`config.mk`:
```
export PLATFORM = sky130hd
export DESIGN_NAME = jpeg_haar_pipe
export DESIGN_NICKNAME = d
export VERILOG_FILES = /design/src/rtl/jpeg_haar_pipe.sv
export SDC_FILE = /design/constraint.sdc
export NUM_CORES = 1
export LEC_CHECK = 0
export ABC_AREA = 1
export BUFFER_PORTS_ARGS = -buffer_cell sky130_fd_sc_hd__buf_4
export CAP_MARGIN = 20
export CORE_MARGIN = 10
export CORE_UTILIZATION = 50
export DETAILED_ROUTE_END_ITERATION = 8
export PLACE_DENSITY = 0.66
export SLEW_MARGIN = 20
export SYNTH_ARGS = -nofsm -noshare
export SYNTH_HDL_FRONTEND = slang
export SYNTH_SLANG_ARGS = --single-unit
export TNS_END_PERCENT = 1
```
`constraint.sdc`:
```
create_clock -name clk -period 4 [get_ports clk]
set_input_delay 0.8 -clock clk [delete_from_list [all_inputs] [get_ports clk]]
set_output_delay 0.8 -clock clk [all_outputs]
set_load 0.02 [all_outputs]
```
`src/rtl/jpeg_haar_pipe.sv`:
```
// Pipelined N-point multi-level Haar butterfly with valid/ready on both sides and block row tagging.
// Optional macro HAAR_SCALE_EN: every stage result becomes (x+1)>>>1 to keep coefficients normalised.
module jpeg_haar_pipe #(
  parameter int IN_W      = 8,
  parameter int N         = 8,
  parameter int ROWS      = 8,
  parameter int LVL_SHIFT = 1,
  localparam int STAGES   = $clog2(N),
  localparam int OUT_W    = IN_W + STAGES,
  localparam int RIDX_W   = (ROWS > 1) ? $clog2(ROWS) : 1
) (
  input  logic                  clk,
  input  logic                  rst_n,
  input  logic                  in_valid,
  output logic                  in_ready,
  input  logic [N*IN_W-1:0]     in_data,
  output logic                  out_valid,
  input  logic                  out_ready,
  output logic [N*OUT_W-1:0]    out_data,
  output logic                  out_last,
  output logic [RIDX_W-1:0]     row_idx
);

  typedef logic signed [OUT_W-1:0] coef_t;

`ifdef HAAR_SCALE_EN
  // Arithmetic halving with round-half-up; keeps the full sum width until the shift.
  function automatic coef_t round_half(input logic signed [OUT_W:0] x);
    logic signed [OUT_W:0] y;
    y = x + {{OUT_W{1'b0}}, 1'b1};
    return y[OUT_W:1];
  endfunction
`endif

  function automatic coef_t bfly(input coef_t a, input coef_t b, input logic sub);
`ifdef HAAR_SCALE_EN
    logic signed [OUT_W:0] ax, bx;
    ax = a;
    bx = b;
    return round_half(sub ? ax - bx : ax + bx);
`else
    return sub ? a - b : a + b;
`endif
  endfunction

  coef_t             ent_p0   [N];
  coef_t             stage_in [STAGES][N];
  coef_t             nxt      [STAGES][N];
  coef_t             data_p   [STAGES][N];
  logic [STAGES-1:0] vld_p;
  logic [STAGES-1:0] vin;
  logic [STAGES-1:0] rdy;

  // Entry: widen pixels to coefficient width, removing the level offset for unsigned input.
  always_comb begin
    for (int i = 0; i < N; i++) begin
      if (LVL_SHIFT != 0)
        ent_p0[i] = $signed({{STAGES{1'b0}}, in_data[i*IN_W +: IN_W]})
                    - $signed(OUT_W'(2**(IN_W-1)));
      else
        ent_p0[i] = $signed({{STAGES{in_data[i*IN_W+IN_W-1]}}, in_data[i*IN_W +: IN_W]});
    end
  end

  // Stage s butterflies only the low band of width N>>s; the high band passes through.
  always_comb begin
    stage_in[0] = ent_p0;
    for (int s = 1; s < STAGES; s++)
      stage_in[s] = data_p[s-1];
    for (int s = 0; s < STAGES; s++) begin
      nxt[s] = stage_in[s];
      for (int i = 0; i < N/2; i++) begin
        if (i < ((N >> s) / 2)) begin
          nxt[s][i]                = bfly(stage_in[s][2*i], stage_in[s][2*i+1], 1'b0);
          nxt[s][((N >> s) / 2)+i] = bfly(stage_in[s][2*i], stage_in[s][2*i+1], 1'b1);
        end
      end
    end
  end

  // Ready ripples back from the output so a full pipe still accepts while draining.
  always_comb begin
    logic carry;
    carry  = out_ready;
    vin[0] = in_valid;
    for (int s = 1; s < STAGES; s++)
      vin[s] = vld_p[s-1];
    for (int s = STAGES-1; s >= 0; s--) begin
      carry  = !vld_p[s] || carry;
      rdy[s] = carry;
    end
  end

  always_ff @(posedge clk or negedge rst_n) begin
    if (!rst_n) begin
      vld_p   <= '0;
      row_idx <= '0;
      for (int s = 0; s < STAGES; s++)
        for (int i = 0; i < N; i++)
          data_p[s][i] <= '0;
    end else begin
      for (int s = 0; s < STAGES; s++) begin
        if (rdy[s]) begin
          vld_p[s] <= vin[s];
          if (vin[s])
            data_p[s] <= nxt[s];
        end
      end
      if (out_valid && out_ready)
        row_idx <= (row_idx == RIDX_W'(ROWS-1)) ? '0 : row_idx + 1'b1;
    end
  end

  assign in_ready  = rdy[0];
  assign out_valid = vld_p[STAGES-1];
  assign out_last  = out_valid && (row_idx == RIDX_W'(ROWS-1));

  for (genvar i = 0; i < N; i++) begin : g_out
    assign out_data[i*OUT_W +: OUT_W] = data_p[STAGES-1][i];
  end

endmodule

```
# After elaboration in Yosys (flattened, before gate mapping)
# Index checks and enable logic that the tools add are counted.
dict set report word_totals {
  reg_bits 270
}
dict set report classes {
  addsub 23
  eq_ne 1
  muxes 1
  reduce_logical 11
}
# op count
set op_table {}
lappend op_table {{$sub 8x8->9 const B} 8}
lappend op_table {{$add 9x9->10} 4}
lappend op_table {{$sub 9x9->10} 4}
lappend op_table {{$add 11x11->11} 3}
lappend op_table {{$sub 11x11->11} 3}
lappend op_table {{$reduce_and 2->1} 3}
lappend op_table {{$add 3x1->3 const B} 1}
lappend op_table {{$eq 3x3->1 const B} 1}
lappend op_table {{$logic_not 1->1} 3}
lappend op_table {{$logic_or 1x1->1} 3}
lappend op_table {{$mux 3} 1}
lappend op_table {{$logic_and 1x1->1} 2}

# Depth between registers and ports, before layout
dict set report logic_depth {
  depth_word 5
  ltp_mapped 13
  ltp_nobuf 13
}

# Worst setup path after synthesis
# No wires, ideal clock.
dict set report synth_timing {
  path_kind {input to register}
  startpoint {input port in_data[16]}
  endpoint {register data_p[204] in the netlist's numbering}
  setup_ns 0.065
  t_arrival_ns 1.946
  required_ns 3.935
  slack_ns 1.989
  path_stages 11
  n_path_buf 0
  path_cell_list {inv_1 ha_1 inv_1 fa_1 nand3_1 nand2_1 a21oi_1 nor2_1 nor2_1 nand2_1 nand2_1}
}
dict set report synth_between {
  elab_chain_cells 2
}
# element line
set synth_lines {}
lappend synth_lines {{from (decl)} 16} ;# input logic [N*IN_W-1:0] in_data,
lappend synth_lines {{$sub 8x8->9} 59} ;# - $signed(OUT_W'(2**(IN_W-1)));
lappend synth_lines {{$sub 9x9->10} 42} ;# return sub ? a - b : a + b;
lappend synth_lines {{to (signal, indexed assignment)} 106} ;# data_p[s] <= nxt[s];
lappend synth_lines {{to (decl)} 49} ;# coef_t data_p [STAGES][N];
# No other way between the ends.
# A chain may end at the register's enable or synchronous reset.

# Worst setup path in the final report
dict set report layout_timing {
  startpoint {register row_idx[0]}
  endpoint {output port out_last}
}
dict set report layout_between {
  elab_chain_cells 2
}
# element line
set layout_lines {}
lappend layout_lines {{from (decl)} 21} ;# output logic [RIDX_W-1:0] row_idx
lappend layout_lines {{from (signal assigned)} 110} ;# row_idx <= (row_idx == RIDX_W'(ROWS-1)) ? '0 : row_idx + 1'b1;
lappend layout_lines {{$eq 3x3->1} 116} ;# assign out_last = out_valid && (row_idx == RIDX_W'(ROWS-1));
lappend layout_lines {{$logic_and 1x1->1} 116}
lappend layout_lines {{to (decl)} 20} ;# output logic out_last,
# No other way between the ends.

==> results.toml <==
[cells_and_area]
diodes = 0
drive_gt1_frac = 0.107
syn2layout_area_growth_pct = 10.4
nNetsFinal = 2377
final_util = 0.557

[run_status]
status = "finished, final reports clean"

[power]
p_total_mw = 12.5
vdd_drop_max_mv = 0.384
power.density_nw_per_um2 = 712
p_leak_nw = 9.69

[floorplan]
core_area_um2 = 31400
rows = 65
die_height_um = 198
ios = 162
dieArea_um2 = 39200
initial_core_util = 0.505
die_w_um = 198

[clock_network]
cts_tree = "built"
cts_root_buffer = "clkbuf_16"
cts_setup_buffers = 0
clock_sinks = 247
htree_levels = 1
cts_buffers = 28
clk_path_buf_depth = 3
clk_pin_slew_ps = 60
postCtsHoldBufs = 0
worstSkewPairLatency_ps = 540
cts_resized = 0

[detailed_routing]
via_per_inst = 4.99
vias = 12900
drt_iter0_markers = 825
wl_per_cell_um = 15.5
routed_wl_um = 40200
first_pass_iters = 5
drtAntennaViolNets = 0
drc = 0

[timing]
hold_viol = 0
slew_violations = 0
min_period_over_period = 0.600
max_freq_mhz = 417
setup-tns-final_ps = 0
setup_ws_ps = 1600
post-route-min-period_ps = 2400
hold_ws_ps = 310
fin_skew_ps = 8.70
max_slew.worst_pin.slew_ps = 1050
max-slew-margin-rel = 0.299
rsz0062_at_grt = "no"
setup_viol_count_final = 0

[grt]
grt-busiest-layer = "met2"
gr-total-overflow = 0
grt_max_degree = 110
grt_pass1_wl_um = 66400
grtUsageMet3 = 0.0336
grt_pass1_vias = 12600
track_usage = 0.207
met2_usage = 0.310
use_met1 = 0.307
antenna_found_initial = 0

[logic_synthesis]
synth_area_per_cell_um2 = 7.44
synth.top_cell.area_share = 0.390
yosysWarnings = 0
ys_top_cells_by_area = "dfrtp_1, nand2_1, ha_1"
ys_seq_area_frac = 0.390
ys.flop_type = "dfrtp_1"
synthesis.nets = 2338
syn-instance-count = 2130
synth_edf_count = 0
synth_cell_types = 31
ys_seq_elements = 247
synth_most_common_cell = "nand2_1"
synth_common_cells = "nand2_1, inv_1, dfrtp_1, nand3_1, o21ai_0"
async_flop_share = 1.00
syn_area_um2 = 15800
synth_top_area_cell = "dfrtp_1"

[setup_path]
worstSetupStartpoint = "row_idx[0]"
startpoint_type = "flop"
crit_required_ps = 3200
criticalPathCategory = "flop to primary output"
arrival_ps = 1600
worstPathMaxFanout = 4
endpoint_kind = "primary output"
rr_startpoint = "data_p[231]"

[flow_run]
cap_violations = 0

[placement]
gp_routability_congestion = 0.912
hpwlAfterDp_um = 30900
portBuffers = 161
dp_slack_ps = 1530

[hold_path]
hp-class = "primary input to asynchronous set/reset pin"
state kept, by name, summed over array words and instances, names as in the netlist:
signal    count
data_p      158
out_data     83
row_idx       3
vld_p         3
cell type report:
| cell class | instances | area (µm²) |
|---|---|---|
| fillers | 3048 | 13900 |
| multi-input cells | 1460 | 7620 |
| flip-flops and latches | 247 | 6180 |
| repair buffers | 172 | 1310 |
| inverters | 260 | 976 |
| clock buffers | 39 | 793 |
| well taps | 402 | 503 |
| clock inverters | 11 | 109 |
critical path, stage by stage, from the launching register on:
cell     delay, ps
dfrtp_1        400
ha_1           210
ha_1           200
nand2_1         60
inv_1           40
buf_4          140
metrics by stage:
stage,cells,cell area (µm²)
floorplan,2130,15800
global placement,2541,16600
detailed placement,2541,16600
CTS,2591,17500
global route,2591,17500
finish,2591,17500
cell families after synthesis:
kind of cell               after synthesis  synth area share
and+or+nand+nor                       1034             0.261
buffers and inverters                  423             0.129
AOI/OAI and AO/OA                      251            0.0835
DFF                                    247             0.390
adders and majority gates              140             0.117
xor gates and xnor gates                35            0.0193
where the power goes:
group	internal (mW)	leakage, nW	switching, mW	total [mW]
sequential	3.46	3.04	0.644	4.10
clock	1.50	0.451	1.00	2.51
combinational	2.07	6.20	3.78	5.85
total	7.03	9.69	5.43	12.5
path summary, 6_finish.rpt:
| kind | end | slack, ps | cells past startpoint |
|---|---|---|---|
| max in group asynchronous | out_data[83] | 2790 | 2 |
| min in group clk | out_data[34] | 470 | 2 |
| setup / recovery | out_last | 1600 | 5 |
| hold / removal | out_data[62] | 310 | 1 |
| hold reg to reg | out_data[34] | 470 | 2 |
| setup reg to reg | data_p[140] | 1890 | 11 |
layer usage:
layer	vias up	share of wire
li1	6651	-
met5	-	0
met2	298	0.43
met4	0	0.015
met1	5934	0.50
met3	40	0.055
cells in the final DEF (no fill, tap or decap), types with 7 or more instances in the layout:
master | Yosys | routed
o21ai_1 | 12 | 12
fa_1 | 14 | 14
nand2_1 | 750 | 749
clkbuf_16 | 0 | 29
inv_1 | 256 | 256
clkinv_2 | 0 | 8
a31oi_1 | 11 | 11
nor3_1 | 8 | 8
ha_1 | 126 | 126
nand4_1 | 9 | 9
a21oi_1 | 77 | 77
xor2_1 | 29 | 29
nor2_1 | 108 | 108
clkbuf_1 | 16 | 7
buf_4 | 96 | 170
nand3_1 | 153 | 153
o21ai_0 | 133 | 133
dfrtp_1 | 247 | 247
Power figures use the tool's default switching activity.
